### config.mk
export PLATFORM = sky130hd
export DESIGN_NAME = spdif_tx
export DESIGN_NICKNAME = d
export VERILOG_FILES = /design/src/rtl/spdif_pkg.sv /design/src/rtl/spdif_bmc.sv /design/src/rtl/spdif_tx.sv
export SDC_FILE = /design/constraint.sdc
export NUM_CORES = 1
export LEC_CHECK = 0
export CORE_MARGIN = 2
export CORE_UTILIZATION = 52
export CTS_CLUSTER_DIAMETER = 80
export DETAILED_ROUTE_END_ITERATION = 8
export GPL_TIMING_DRIVEN = 0
export PLACE_DENSITY_LB_ADDON = 0.05
export SETUP_SLACK_MARGIN = 0.4
export SYNTH_ARGS = -nofsm -noshare
export SYNTH_HDL_FRONTEND = slang
export SYNTH_HIERARCHICAL = 1
export SYNTH_SLANG_ARGS = --single-unit
export TNS_END_PERCENT = 50
### constraint.sdc
create_clock -name clk -period 4.4 [get_ports clk]
set_clock_uncertainty 0.15 [all_clocks]
set_input_delay 1.32 -clock clk [delete_from_list [all_inputs] [get_ports clk]]
set_output_delay 1.32 -clock clk [all_outputs]
set_load 0.02 [all_outputs]
### src/rtl/spdif_pkg.sv
// Shared definitions for the S/PDIF transmitter: preambles, framing constants, channel status.
// Latency: n/a (package).
// Backpressure: n/a (package).
package spdif_pkg;

   // Preamble half-cell patterns, MSB is transmitted first. All of them end low.
   localparam logic [7:0] PRE_B = 8'b11101000;   // left subframe, frame 0 of a block
   localparam logic [7:0] PRE_M = 8'b11100010;   // left subframe, other frames
   localparam logic [7:0] PRE_W = 8'b11100100;   // right subframe

   localparam int FRAMES_PER_BLOCK    = 192;
   localparam int SLOTS_PER_SUBFRAME  = 32;
   localparam int HALFCELLS_PER_FRAME = 2 * 2 * SLOTS_PER_SUBFRAME;

   // Slot positions inside a subframe
   localparam int SLOT_AUDIO_LSB = 4;
   localparam int SLOT_AUDIO_MSB = 27;
   localparam int SLOT_V         = 28;
   localparam int SLOT_U         = 29;
   localparam int SLOT_C         = 30;
   localparam int SLOT_P         = 31;

   // Channel-status bit positions
   localparam int CS_BIT_COPY   = 2;
   localparam int CS_BIT_FS_LSB = 24;

   typedef enum logic {
      IDLE = 1'b0,
      RUN  = 1'b1
   } state_t;

   // Channel-status bit for a given frame of the block; everything not listed is 0.
   function automatic logic cs_bit(input logic [7:0] frame,
                                   input logic [3:0] fs,
                                   input logic       copy);
      logic b;
      b = 1'b0;
      if (frame == 8'(CS_BIT_COPY))
         b = copy;
      else if (frame >= 8'(CS_BIT_FS_LSB) && frame <= 8'(CS_BIT_FS_LSB + 3))
         b = fs[2'(frame - 8'(CS_BIT_FS_LSB))];
      return b;
   endfunction

endpackage

### src/rtl/spdif_bmc.sv
// Biphase-mark line coder: owns the output level register and updates it once per half-cell.
// Latency: 1 clk from half-cell control inputs to level.
// Backpressure: none; driven every clock by the framer.
//
// Ports:
//   clk, rst   clock / asynchronous active-high reset
//   run        0 forces the line low
//   load       first clock of a half-cell; level only changes here
//   bit_val    data bit of the current slot (ignored during preambles)
//   hc_phase   half-cell index low bits: [2:0] indexes the preamble, [0] is the slot half
//   pre_sel    current slot is part of the preamble
//   pre_pat    preamble pattern, MSB first
//   level      encoded line level
module spdif_bmc
   import spdif_pkg::*;
(
   input  logic       clk,
   input  logic       rst,
   input  logic       run,
   input  logic       load,
   input  logic       bit_val,
   input  logic [2:0] hc_phase,
   input  logic       pre_sel,
   input  logic [7:0] pre_pat,
   output logic       level
);

   always_ff @(posedge clk or posedge rst) begin
      if (rst) begin
         level <= 1'b0;
      end else if (!run) begin
         level <= 1'b0;
      end else if (load) begin
         if (pre_sel)
            level <= pre_pat[3'd7 - hc_phase];  // preambles are sent verbatim
         else if (!hc_phase[0])
            level <= ~level;                     // every slot starts with a transition
         else if (bit_val)
            level <= ~level;                     // a 1 adds a mid-slot transition
      end
   end

endmodule

### src/rtl/spdif_tx.sv
// S/PDIF consumer transmitter: frames 24-bit L/R samples into 192-frame blocks and BMC encodes them.
// Latency: first preamble half-cell 1 clk after entering RUN; samples go out in the frame after capture.
// Backpressure: none; a missing sample repeats the previous one and pulses frame_underrun.
//
// Optional feature macro: SPDIF_UNDERRUN_VALIDITY_EN -- when defined, frames carrying repeated
// samples send V=1 in both subframes (parity includes it). Undefined: V is always 0.
//
// Ports:
//   clk, rst                clock / asynchronous active-high reset
//   enable                  transmitter enable; dropping it returns to IDLE at once
//   next_sample             one-cycle sample strobe, qualifies left_data/right_data
//   left_data, right_data   signed 24-bit samples
//   spdif_out               registered BMC line output
//   block_start             pulse on the first clock of frame 0
//   frame_underrun          pulse on the first clock of a frame that repeats old samples
module spdif_tx
   import spdif_pkg::*;
#(
   parameter int         CLKS_PER_HALFCELL = 4,
   parameter logic [3:0] CS_FS             = 4'b0010,
   parameter logic       CS_COPY           = 1'b1
)(
   input  logic        clk,
   input  logic        rst,
   input  logic        enable,
   input  logic        next_sample,
   input  logic [23:0] left_data,
   input  logic [23:0] right_data,
   output logic        spdif_out,
   output logic        block_start,
   output logic        frame_underrun
);

   localparam int             DIV_W     = (CLKS_PER_HALFCELL > 1) ? $clog2(CLKS_PER_HALFCELL) : 1;
   localparam logic [DIV_W-1:0] DIV_MAX = DIV_W'(CLKS_PER_HALFCELL - 1);
   localparam logic [6:0]     HC_MAX    = 7'(HALFCELLS_PER_FRAME - 1);
   localparam logic [7:0]     FRAME_MAX = 8'(FRAMES_PER_BLOCK - 1);

`ifdef SPDIF_UNDERRUN_VALIDITY_EN
   localparam logic VALIDITY_ON = 1'b1;
`else
   localparam logic VALIDITY_ON = 1'b0;
`endif

   state_t             state, state_nxt;
   logic               run_active, start_evt;
   logic [DIV_W-1:0]   div;
   logic [6:0]         hc;
   logic [7:0]         frame_idx;
   logic [23:0]        frame_l, frame_r;
   logic [23:0]        pend_l, pend_r;
   logic               pend_vld;
   logic               rpt;          // current frame carries repeated samples
   logic               frame_end;
   logic [4:0]         slot;
   logic [23:0]        smp;
   logic               v_bit, c_bit, par, slot_bit;
   logic [7:0]         pre_pat;

   // ---------------- FSM ----------------
   always_ff @(posedge clk or posedge rst) begin
      if (rst) state <= IDLE;
      else     state <= state_nxt;
   end

   always_comb begin
      state_nxt = state;
      case (state)
         IDLE: if (enable && next_sample) state_nxt = RUN;
         RUN:  if (!enable)               state_nxt = IDLE;
         default:                         state_nxt = IDLE;
      endcase
   end

   always_comb begin
      run_active = (state == RUN) && enable;
      start_evt  = (state == IDLE) && enable && next_sample;
   end

   assign frame_end = run_active && (hc == HC_MAX) && (div == DIV_MAX);

   // ---------------- Counters ----------------
   always_ff @(posedge clk or posedge rst) begin
      if (rst) begin
         div       <= '0;
         hc        <= '0;
         frame_idx <= '0;
      end else if (!run_active) begin
         div       <= '0;
         hc        <= '0;
         frame_idx <= '0;
      end else if (div == DIV_MAX) begin
         div <= '0;
         hc  <= hc + 7'd1;                 // 7-bit wrap is the frame wrap
         if (hc == HC_MAX)
            frame_idx <= (frame_idx == FRAME_MAX) ? 8'd0 : frame_idx + 8'd1;
      end else begin
         div <= div + DIV_W'(1);
      end
   end

   // ---------------- Sample capture ----------------
   always_ff @(posedge clk or posedge rst) begin
      if (rst) begin
         frame_l        <= '0;
         frame_r        <= '0;
         pend_l         <= '0;
         pend_r         <= '0;
         pend_vld       <= 1'b0;
         rpt            <= 1'b0;
         block_start    <= 1'b0;
         frame_underrun <= 1'b0;
      end else begin
         block_start    <= 1'b0;
         frame_underrun <= 1'b0;
         if (start_evt) begin
            frame_l     <= left_data;
            frame_r     <= right_data;
            pend_vld    <= 1'b0;
            rpt         <= 1'b0;
            block_start <= 1'b1;
         end else if (!run_active) begin
            pend_vld <= 1'b0;
            rpt      <= 1'b0;
         end else if (frame_end) begin
            block_start <= (frame_idx == FRAME_MAX);
            if (next_sample) begin
               // A strobe on the boundary clock is newer than anything pending
               frame_l  <= left_data;
               frame_r  <= right_data;
               pend_vld <= 1'b0;
               rpt      <= 1'b0;
            end else if (pend_vld) begin
               frame_l  <= pend_l;
               frame_r  <= pend_r;
               pend_vld <= 1'b0;
               rpt      <= 1'b0;
            end else begin
               rpt            <= 1'b1;
               frame_underrun <= 1'b1;
            end
         end else if (next_sample) begin
            pend_l   <= left_data;
            pend_r   <= right_data;
            pend_vld <= 1'b1;
         end
      end
   end

   // ---------------- Subframe slot contents ----------------
   assign slot  = hc[5:1];
   assign smp   = hc[6] ? frame_r : frame_l;
   assign v_bit = rpt & VALIDITY_ON;
   assign c_bit = cs_bit(frame_idx, CS_FS, CS_COPY);
   assign par   = (^smp) ^ v_bit ^ c_bit;   // U is always 0

   always_comb begin
      slot_bit = 1'b0;
      if (slot >= 5'(SLOT_AUDIO_LSB) && slot <= 5'(SLOT_AUDIO_MSB))
         slot_bit = smp[slot - 5'(SLOT_AUDIO_LSB)];
      else if (slot == 5'(SLOT_V))
         slot_bit = v_bit;
      else if (slot == 5'(SLOT_C))
         slot_bit = c_bit;
      else if (slot == 5'(SLOT_P))
         slot_bit = par;
   end

   assign pre_pat = hc[6] ? PRE_W : ((frame_idx == 8'd0) ? PRE_B : PRE_M);

   spdif_bmc u_bmc (
      .clk      (clk),
      .rst      (rst),
      .run      (run_active),
      .load     (run_active && (div == '0)),
      .bit_val  (slot_bit),
      .hc_phase (hc[2:0]),
      .pre_sel  (hc[5:3] == 3'd0),
      .pre_pat  (pre_pat),
      .level    (spdif_out)
   );

endmodule

==> run metrics, run 1 <==
vias per cell=5.49; crit-path cells=clkdlybuf4s50_1, nand2_1, inv_1, nand3_1, buf_2, buf_2, mux2_2; Area Overhead vs Synth=21.9%; Arr. time, crit path=3420 ps; Synth cell types=45; Hold/Removal Path Class=flip-flop to flip-flop; max incr delay on CP=510 ps; vias in the first global route=4669; max_cap viols=0; post-synth top area cell=dfrtp_1; grt ovf=0; status=finished clean; post-cts sizing count=0; RSZ-0062 raised after global routing=false; Post-Syn Area=0.00624 mm2; post-synth top area share=47.3%; post-synthesis adder-cell area fraction=2.41%; Cell Pwr Density=466 mW/mm2; # IOs=55; synthesized area per cell=10.9 um2; number of buffers created by CTS=17; Lkg Pwr=about 3.2 nW; measured slew at the worst slew-check pin=710 ps; Seq/Total Area, Yosys=47.3%; Seq cells post-synth=approximately 120; initial antenna violation count=0; final hold viol count=0; Achievable Freq=between 0.3 and 0.4 GHz; initial core utilization=52.6%; ratio of cells with drive above 1 in the final layout=15.4%; main combinational cell family by area after synthesis=multiplexers; largest net degree at the start of global routing=45; Setup Fix Bufs, Post-CTS=0; CP endpoint kind=flip-flop; most numerous cell in the Yosys netlist=dfrtp_1; Final min period=roughly 3300 ps; synth warn=6; number of H-tree levels=4; Worst VDD drop=approximately 0.34 mV; Layout Utilization=~64%; Synth Area in XOR/XNOR=6.32%; top post-synthesis cells by count=dfrtp_1 (118), mux2i_1 (75), nor2_1 (74); type of origin of the critical path=input port; die width=about 110 um; Simple-Gate Fraction of Synth Area=9.57%; clock buffer depth=2; Starting DRT DRC Count=around 190; routed length per placed instance=about 17 um; n_diodes=0; mux cell area share after synthesis=roughly 23%; Clock Pin Slew Worst Setup and Hold Paths=about 50 ps; TritonCTS clock tree=done; first-pass GRT wire length=about 23000 um; Max-slew headroom=52.7%; # hold bufs at CTS=0; Crit Path Category=input port to flip-flop; 1st-pass router iterations=4; CTS root buffer=clkbuf_16; slowest CP cell=clkdlybuf4s50_1; critical path's top delay family=buffers and inverters; top_reg_cell synth=dfrtp_1; Detailed Route WL=roughly 14000 um; crit-path most repeated cell=buf_2; Synth Area in Compound Gates=7.90%; Final Cycle Share=74.4%; fin. max-slew vios=0; CP max FO=10; Routed Antenna Nets=0; Vias=4440; Post-Syn Instances=572; final setup fails=0; clk_lat worst skew=420 ps; Die H=roughly 110 um; gr usage total=23.2%; FFs w/ async S/R, synth=100%; port bufs=53; Nets=714; Synth area leaders=dfrtp_1 (47%), mux2i_1 (12%), mux2_2 (8.7%), a21oi_1 (4.8%), nor2_1 (4.5%); Remaining DRCs=0; core area=0.0119 mm2; number of synthesized flops with an enable pin=0; dpl hpwl=10200 um; CTS Sinks=118; CP Buf/Inv Count=4; setup tns final=0 ps; num rows=40; worst endpoint required time=4550 ps; Routability Congestion=between 0.8 and 0.9; die area=0.0129 mm2
power breakdown:
part / total (mW) / internal, mW / leakage (nW) / switching [mW]
clock: 1.33 / 0.877 / 0.284 / 0.454
sequential: 1.46 / 1.29 / 1.41 / 0.174
combinational: 0.755 / 0.404 / 1.52 / 0.350
total: 3.55 / 2.57 / 3.21 / 0.978
cell families after synthesis:
group / Yosys count
AOI/OAI and AO/OA: 85
other: 2
DFF: 118
adders and majority gates: 12
and+or+nand+nor: 137
muxes: 129
xor gates and xnor gates: 45
buffers and inverters: 44
registers in the layout (all words and copies together), names as in the netlist:
register and count:
frame_idx 8, state 1, block_start 1, pend_l 24
hc 7, frame_underrun 1, frame_r 24, pend_vld 1
u_bmc/level 1, frame_l 24, pend_r 24, div 2
placed cells by master, fill, tap and decap left out, types with 5 or more instances in the layout:
cell type,n
dfrtp_1,118
mux2i_1,75
nor2_1,74
a21oi_1,60
clkdlybuf4s50_1,53
mux2_2,48
nand2_1,24
xor2_1,24
xnor2_1,21
clkbuf_1,19
clkbuf_16,17
buf_2,14
nand3_1,12
ha_1,12
inv_1,10
clkbuf_8,7
nand4_1,5
o21ai_0,5
conb_1,5
metal layers:
metal / part of all wire [%] / up-vias / track usage, %
li1: - / 2145 / -
met1: 46 / 2180 / 30.1
met2: 48 / 86 / 37.6
met3: 4.3 / 29 / 5.42
met4: 2.4 / 0 / 9.92
met5: 0 / - / 0
stage by stage:
stage	area [um2]	hold slack (ps)	power, mW	setup slack (ps)	instances
floorplan	6250	288	1.99	1500	575
CTS	7600	321	3.57	1110	809
detailed placement	7030	314	2.23	679	778
global route	7600	364	3.73	929	809
finish	7600	317	3.55	1130	809
global placement	6970	306	2.19	396	775
path summary, 6_finish.rpt:
kind / startpoint / to / slack [ps] / cells past startpoint
worst max-delay path: enable / pend_r[3]$_DFFE_PP0P_ / 1130 / 7
worst min-delay path: div[0]$_DFF_PP0_ / div[0]$_DFF_PP0_ / 320 / 1
worst max register to register: hc[1]$_DFFE_PP0P_ / frame_r[13]$_DFFE_PP0P_ / 1180 / 8
worst min register to register: div[0]$_DFF_PP0_ / div[0]$_DFF_PP0_ / 320 / 1
max in group asynchronous: rst / pend_l[14]$_DFFE_PP0P_ / 2190 / 4
min in group asynchronous: rst / u_bmc/level$_DFFE_PP0P_ / 960 / 2
layout make-up:
class	instances	area, um2
Multi-Input combinational cell	413	3090
Timing Repair Buffer	56	591
Clock buffer	29	541
Tap cell	147	184
Fill cell	1018	4260
Sequential cell	118	2950
Clock inverter	2	35.0
Inverter	11	45.0
Buffer	33	169
No activity file was read; power rests on OpenSTA's default activity.
==> inputs of run 2 (changes only) <==
==> constraint.sdc (replaced) <==
create_clock -name clk -period 2.9 [get_ports clk]
set_clock_uncertainty 0.15 [all_clocks]
set_input_delay 0.87 -clock clk [delete_from_list [all_inputs] [get_ports clk]]
set_output_delay 0.87 -clock clk [all_outputs]
set_load 0.02 [all_outputs]
==> run metrics, run 2 (same netlist as run 1, synthesis figures left out) <==
status=finished clean; Nets=727 (+1.8%); Worst R2R Path Depth=11 (+3); Routed Antenna Nets=0 (unchanged); dpl ws=-371 ps (-1050 ps); max incr delay on CP=490 ps (-20 ps); Starting DRT DRC Count=179 (-3.8%); Max-slew headroom=52.2% (-0.48 points); crit-path most repeated cell=mux4_2; internal power=3.93 mW (+53%); GR peak layer=met2; dpl hpwl=10200 um (unchanged); Worst VDD drop=0.440 mV (+29%); Remaining DRCs=0 (unchanged); fin. max-slew vios=0 (unchanged); Lkg Pwr=3.34 nW (+4.0%); # hold bufs at CTS=0 (unchanged); Crit Path Category=flip-flop to flip-flop; measured slew at the worst slew-check pin=717 ps (+7.19 ps); clock share of power=37.1% (-0.4 points); core area=0.0119 mm2 (unchanged); type of origin of the critical path=flip-flop; Clock Pin Slew Worst Setup and Hold Paths=50 ps (about the same); most frequent cells in the layout=dfrtp_1 (115), mux2i_1 (75), nor2_1 (73); final setup fails=0 (unchanged); clk_lat worst skew=420 ps (about the same); # fillers=980 (-3.7%); gr usage total=23.4% (+0.19 points); Arr. time, crit path=3040 ps (-380 ps); die width=114 um (unchanged); first-pass GRT wire length=23300 um (+0.89%); met1 Use GR=30.2% (+0.059 points); Layout Utilization=66.1% (+2.0 points); Routability Congestion=0.882 (unchanged); Crit. Startpoint=hc[6]$_DFFE_PP0P_; die area=0.0129 mm2 (unchanged); Cell Pwr Density=694 mW/mm2 (+49%); final hold viol count=0 (unchanged); largest net degree at the start of global routing=45 (unchanged); switching share of power=27.8% (+0.19 points); number of buffers created by CTS=17 (unchanged); Final Cycle Share=99.6%; Die H=114 um (unchanged); CP endpoint kind=flip-flop; Achievable Freq=0.346 GHz; initial core utilization=52.6% (unchanged); clock buffer depth=2 (unchanged); ratio of cells with drive above 1 in the final layout=20.1% (+4.7 points); Hold/Removal Path Class=flip-flop to flip-flop; final worst slack=12.4 ps (-1120 ps); routed length per placed instance=17.0 um (+0.33%); worst r2r dst=u_bmc/level$_DFFE_PP0P_; Final min period=2890 ps; Comb pwr share=22.2% (+0.9 points); CTS Sinks=118 (unchanged); vias per cell=5.47 (-0.38%); critical path's top delay family=multiplexers; Net Switching=1.51 mW (+55%); reg-to-reg slack, setup=10 ps (-1170 ps); max_cap viols=0 (unchanged); Vias=4494 (+1.2%); worst endpoint required time=3060 ps (-1490 ps); # IOs=55 (unchanged); GR Util met3=5.47% (+0.053 points); met2 Use GR=37.8% (+0.28 points); Crit. path cell count=11 (+4); slowest CP cell=mux4_2; Area Overhead vs Synth=25.7%; number of H-tree levels=4 (unchanged); initial antenna violation count=0 (unchanged); CTS root buffer=clkbuf_16; num rows=40 (unchanged); CP Buf/Inv Count=2 (-2); crit-path cells=buf_6, buf_12, mux4_2, mux4_2, nand3_2, o21ai_2, a221oi_2, o31ai_1, nand2b_1, a32oi_1, o21ai_1; vias in the first global route=4696 (+0.58%); 1st-pass router iterations=6 (+2); Sequential Power Share=40.7% (-0.5 points); TritonCTS clock tree=done; RSZ-0062 raised after global routing=true; worst setup path endpoint=u_bmc/level$_DFFE_PP0P_; leading cell type in the layout, fill and taps excluded=dfrtp_1; n_diodes=0 (unchanged); CP max FO=7 (-3); Detailed Route WL=14000 um (+1.9%); FF-to-FF Start=hc[6]$_DFFE_PP0P_; grt ovf=0 (unchanged); port bufs=53 (unchanged)
-- run 2: changes by cell type in the layout (fill, tap and decap cells not counted), sizes merged --
cell and delta:
buf +10, clkbuf +3, clkdlybuf4s50 -1, clkinvlp +1, dlymetal6s2s +1, inv -1
-- run 2: timing repair --
item                       in CTS  in global routing
resized for setup              25                 24
pin swaps                       6                  4
buffers inserted                7                  6
setup endpoints to repair      97                 86
-- run 2: worst min-delay path by stage --
stage                       end  depth (start not counted)        startpoint
6_report       div[0]$_DFF_PP0_                          1  div[0]$_DFF_PP0_
5_1_grt        div[0]$_DFF_PP0_                          1  div[0]$_DFF_PP0_
4_1_cts        div[0]$_DFF_PP0_                          1  div[0]$_DFF_PP0_
3_5_place_dp   div[0]$_DFF_PP0_                          1  div[0]$_DFF_PP0_
3_3_place_gp   div[0]$_DFF_PP0_                          1  div[0]$_DFF_PP0_
2_1_floorplan  div[0]$_DFF_PP0_                          1  div[0]$_DFF_PP0_
-- run 2: final cells by class --
| type | count | area [um2] | area share [%] |
|---|---|---|---|
| tap | 147 | 184 | 2.35 |
| clock buffer | 29 | 541 | 6.89 |
| multi-input combinational | 413 | 3140 | 40.1 |
| inverter | 11 | 48.8 | 0.622 |
| clock inverter | 2 | 35.0 | 0.447 |
| timing repair buffer | 69 | 703 | 8.97 |
| buffer | 33 | 230 | 2.94 |
| sequential | 118 | 2960 | 37.7 |
-- run 2: worst register-to-register path: cells and delay by family, from the launching register on --
| kind | cells | cell delay, ps |
|---|---|---|
| AO/OA/AOI/OAI | 5 | 720 |
| buffers and inverters | 2 | 280 |
| flip-flops | 1 | 380 |
| multiplexers | 2 | 980 |
| AND/OR/NAND/NOR | 2 | 250 |
-- run 2: metal layers --
layer	vias to the layer above	share of wire (%)
met5	-	0
met4	0	1.9
met3	23	4.4
met2	103	48
met1	2202	45
li1	2166	-
-- run 2: power groups by stage --
| stage | clock network (mW) | logic (mW) | registers (mW) |
|---|---|---|---|
| 6_report | 2.02 | 1.21 | 2.22 |
| 5_1_grt | 2.13 | 1.35 | 2.25 |
| 4_1_cts | 2.05 | 1.16 | 2.21 |
| 3_5_place_dp | 0 | 1.15 | 2.24 |
| 3_3_place_gp | 0 | 1.09 | 2.22 |
| 2_1_floorplan | 0 | 0.884 | 2.14 |
-- run 2: metrics by stage --
step | instance area [um2] | hold slack, ps | std cells | setup TNS [ps] | power [mW]
finish | 7840 | 321 | 822 | 0 | 5.44
global route | 7840 | 364 | 822 | -97.1 | 5.73
CTS | 7730 | 321 | 816 | 0 | 5.43
detailed placement | 7030 | 314 | 778 | -19920 | 3.39
global placement | 6970 | 306 | 775 | -92240 | 3.32
floorplan | 6250 | 288 | 575 | 0 | 3.02
==> inputs of run 3 (changes only) <==
--- a/config.mk
+++ b/config.mk
@@ -5,8 +5,9 @@
 export SDC_FILE = /design/constraint.sdc
 export NUM_CORES = 1
 export LEC_CHECK = 0
-export CORE_MARGIN = 2
-export CORE_UTILIZATION = 52
+export CAP_MARGIN = 20
+export CORE_UTILIZATION = 54
+export CTS_BUF_LIST = sky130_fd_sc_hd__clkbuf_2
 export CTS_CLUSTER_DIAMETER = 80
 export DETAILED_ROUTE_END_ITERATION = 8
 export GPL_TIMING_DRIVEN = 0
==> run metrics, run 3 (same netlist as run 1, synthesis figures left out) <==
initial core utilization=56.6% (+4.0 points); Remaining DRCs=0 (unchanged); largest net degree at the start of global routing=45 (unchanged); Arr. time, crit path=3310 ps (+270 ps); number of H-tree levels=4 (unchanged); Cell Pwr Density=606 mW/mm2 (-13%); # fillers=919 (-6.2%); clk_lat worst skew=710 ps (+290 ps); setup tns final=0 ps (unchanged); gr usage total=24.9% (+1.4 points); Nets=727 (unchanged); dpl hpwl=9920 um (-2.6%); Die H=109 um (-3.6%); crit-path most repeated cell=xnor2_1; CP max FO=7 (unchanged); fin. max-slew vios=0 (unchanged); port bufs=53 (unchanged); Clock Pin Slew Worst Setup and Hold Paths=170 ps (+120 ps); Crit. Startpoint=hc[6]$_DFFE_PP0P_; Starting DRT DRC Count=236 (+32%); die width=109 um (-3.6%); Routability Congestion=0.859 (-2.6%); slowest CP cell=dfrtp_1; clock buffer depth=2 (unchanged); final hold viol count=0 (unchanged); crit-path cells=buf_6, buf_12, buf_4, mux2i_2, xnor2_1, xnor2_1, xnor2_1, buf_4, buf_4, xnor2_1, o31ai_1, nand2b_1, o21ai_1, a32oi_1, o21ai_1; measured slew at the worst slew-check pin=802 ps (+84.3 ps); FF-to-FF Start=hc[6]$_DFFE_PP0P_; 1st-pass router iterations=5 (-1); worst endpoint required time=3370 ps (+310 ps); final setup fails=0 (unchanged); CP endpoint kind=flip-flop; die area=0.0120 mm2 (-7.0%); core area=0.0110 mm2 (-7.0%); vias in the first global route=4407 (-6.2%); grt ovf=0 (unchanged); number of buffers created by CTS=17 (unchanged); Hold/Removal Path Class=input port to asynchronous set/reset pin; num rows=38 (-5.0%); max incr delay on CP=430 ps (-60 ps); Lkg Pwr=3.23 nW (-3.2%); Pwr Total=4.51 mW (-17%); routed length per placed instance=16.8 um (-1.2%); type of origin of the critical path=flip-flop; worst r2r dst=u_bmc/level$_DFFE_PP0P_; Crit. path cell count=15 (+4); n_diodes=0 (unchanged); Final min period=2840 ps (-49.5 ps); CTS Sinks=118 (unchanged); CP Buf/Inv Count=5 (+3); Routed Antenna Nets=0 (unchanged); max_cap viols=0 (unchanged); status=finished clean; # hold bufs at CTS=0 (unchanged); ratio of cells with drive above 1 in the final layout=20.8% (+0.62 points); Vias=4485 (-0.20%); critical path's top delay family=buffers and inverters; CTS root buffer=clkbuf_2; Area Overhead vs Synth=19.2%; Crit Path Category=flip-flop to flip-flop; RSZ-0062 raised after global routing=true; leading cell type in the layout, fill and taps excluded=dfrtp_1; initial antenna violation count=0 (unchanged); Detailed Route WL=13700 um (-2.1%); most frequent cells in the layout=dfrtp_1 (115), nor2_1 (73), mux2i_1 (72); TritonCTS clock tree=done; Worst VDD drop=0.355 mV (-19%); vias per cell=5.51 (+0.78%); Max-slew headroom=46.5% (-5.7 points); Achievable Freq=0.352 GHz (+1.7%); # IOs=55 (unchanged); reg-to-reg slack, setup=60 ps (+50 ps); worst setup path endpoint=u_bmc/level$_DFFE_PP0P_; Worst R2R Path Depth=15 (+4); Final Cycle Share=97.9% (-1.7 points); first-pass GRT wire length=22000 um (-6.0%)
-- run 3: cell count changes in the layout (fill, tap and decap cells not counted), moves of 3 or more --
cell       delta
clkbuf_8      -7
clkbuf_16    -17
mux2i_1       -3
buf_12        -3
clkinv_2      +4
clkbuf_2     +21
mux2i_2       +3
clkbuf_1      -7
-- run 3: how the worst min path moves through the flow --
stage,startpoint,to,slack (ps),cells after the start
final,rst,u_bmc/level$_DFFE_PP0P_,190,2
after global routing,rst,u_bmc/level$_DFFE_PP0P_,150,2
after CTS,rst,u_bmc/level$_DFFE_PP0P_,150,2
after detailed placement,div[0]$_DFF_PP0_,div[0]$_DFF_PP0_,310,1
after global placement,div[0]$_DFF_PP0_,div[0]$_DFF_PP0_,300,1
after floorplan,div[0]$_DFF_PP0_,div[0]$_DFF_PP0_,290,1
-- run 3: worst reg2reg max path, delay by kind of cell (launching register included) --
family	cells	cell delay [ps]
AO/OA/AOI/OAI	4	540
XOR/XNOR	4	550
buffers and inverters	5	700
flip-flops	1	430
multiplexers	1	220
AND/OR/NAND/NOR	1	160
-- run 3: metrics by stage --
step	std cells	area, um2	utilization [%]	hold slack, ps	worst slack (ps)
2_1_floorplan	575	6250	-	288	205
3_3_place_gp	768	6960	63.1	300	-617
3_5_place_dp	770	7000	63.5	310	-361
4_1_cts	809	7350	66.6	147	52.3
5_1_grt	814	7430	67.4	152	-133
6_report	814	7430	67.4	192	61.9
-- run 3: report_power, final --
| group | switching, mW | total (mW) | internal [mW] | leakage (nW) |
|---|---|---|---|---|
| registers | 0.266 | 2.21 | 1.94 | 1.41 |
| clock network | 0.605 | 0.986 | 0.381 | 0.129 |
| logic | 0.574 | 1.31 | 0.740 | 1.70 |
| total | 1.44 | 4.51 | 3.06 | 3.23 |
-- run 3: area by class of cell --
type / count / area [um2] / area share [%]
multi-input cells: 413 / 3140 / 42.3
flip-flops and latches: 118 / 2960 / 39.8
repair buffers: 69 / 683 / 9.19
plain buffers: 33 / 223 / 3.00
well taps: 140 / 175 / 2.36
clock inverters: 11 / 111 / 1.50
clock buffers: 19 / 95.1 / 1.28
inverters: 11 / 45.0 / 0.606
-- run 3: metal layers --
layer,track usage [%],wire length [um]
met5,0,0
met4,9.24,165
met3,6.34,565
met2,41.2,6790
met1,31.4,6180
-- run 3: timing repair --
item / in CTS / in global routing
setup buffers: 9 / 5
setup endpoints to repair: 100 / 78
resized for setup: 25 / 24
pin swaps: 6 / 7
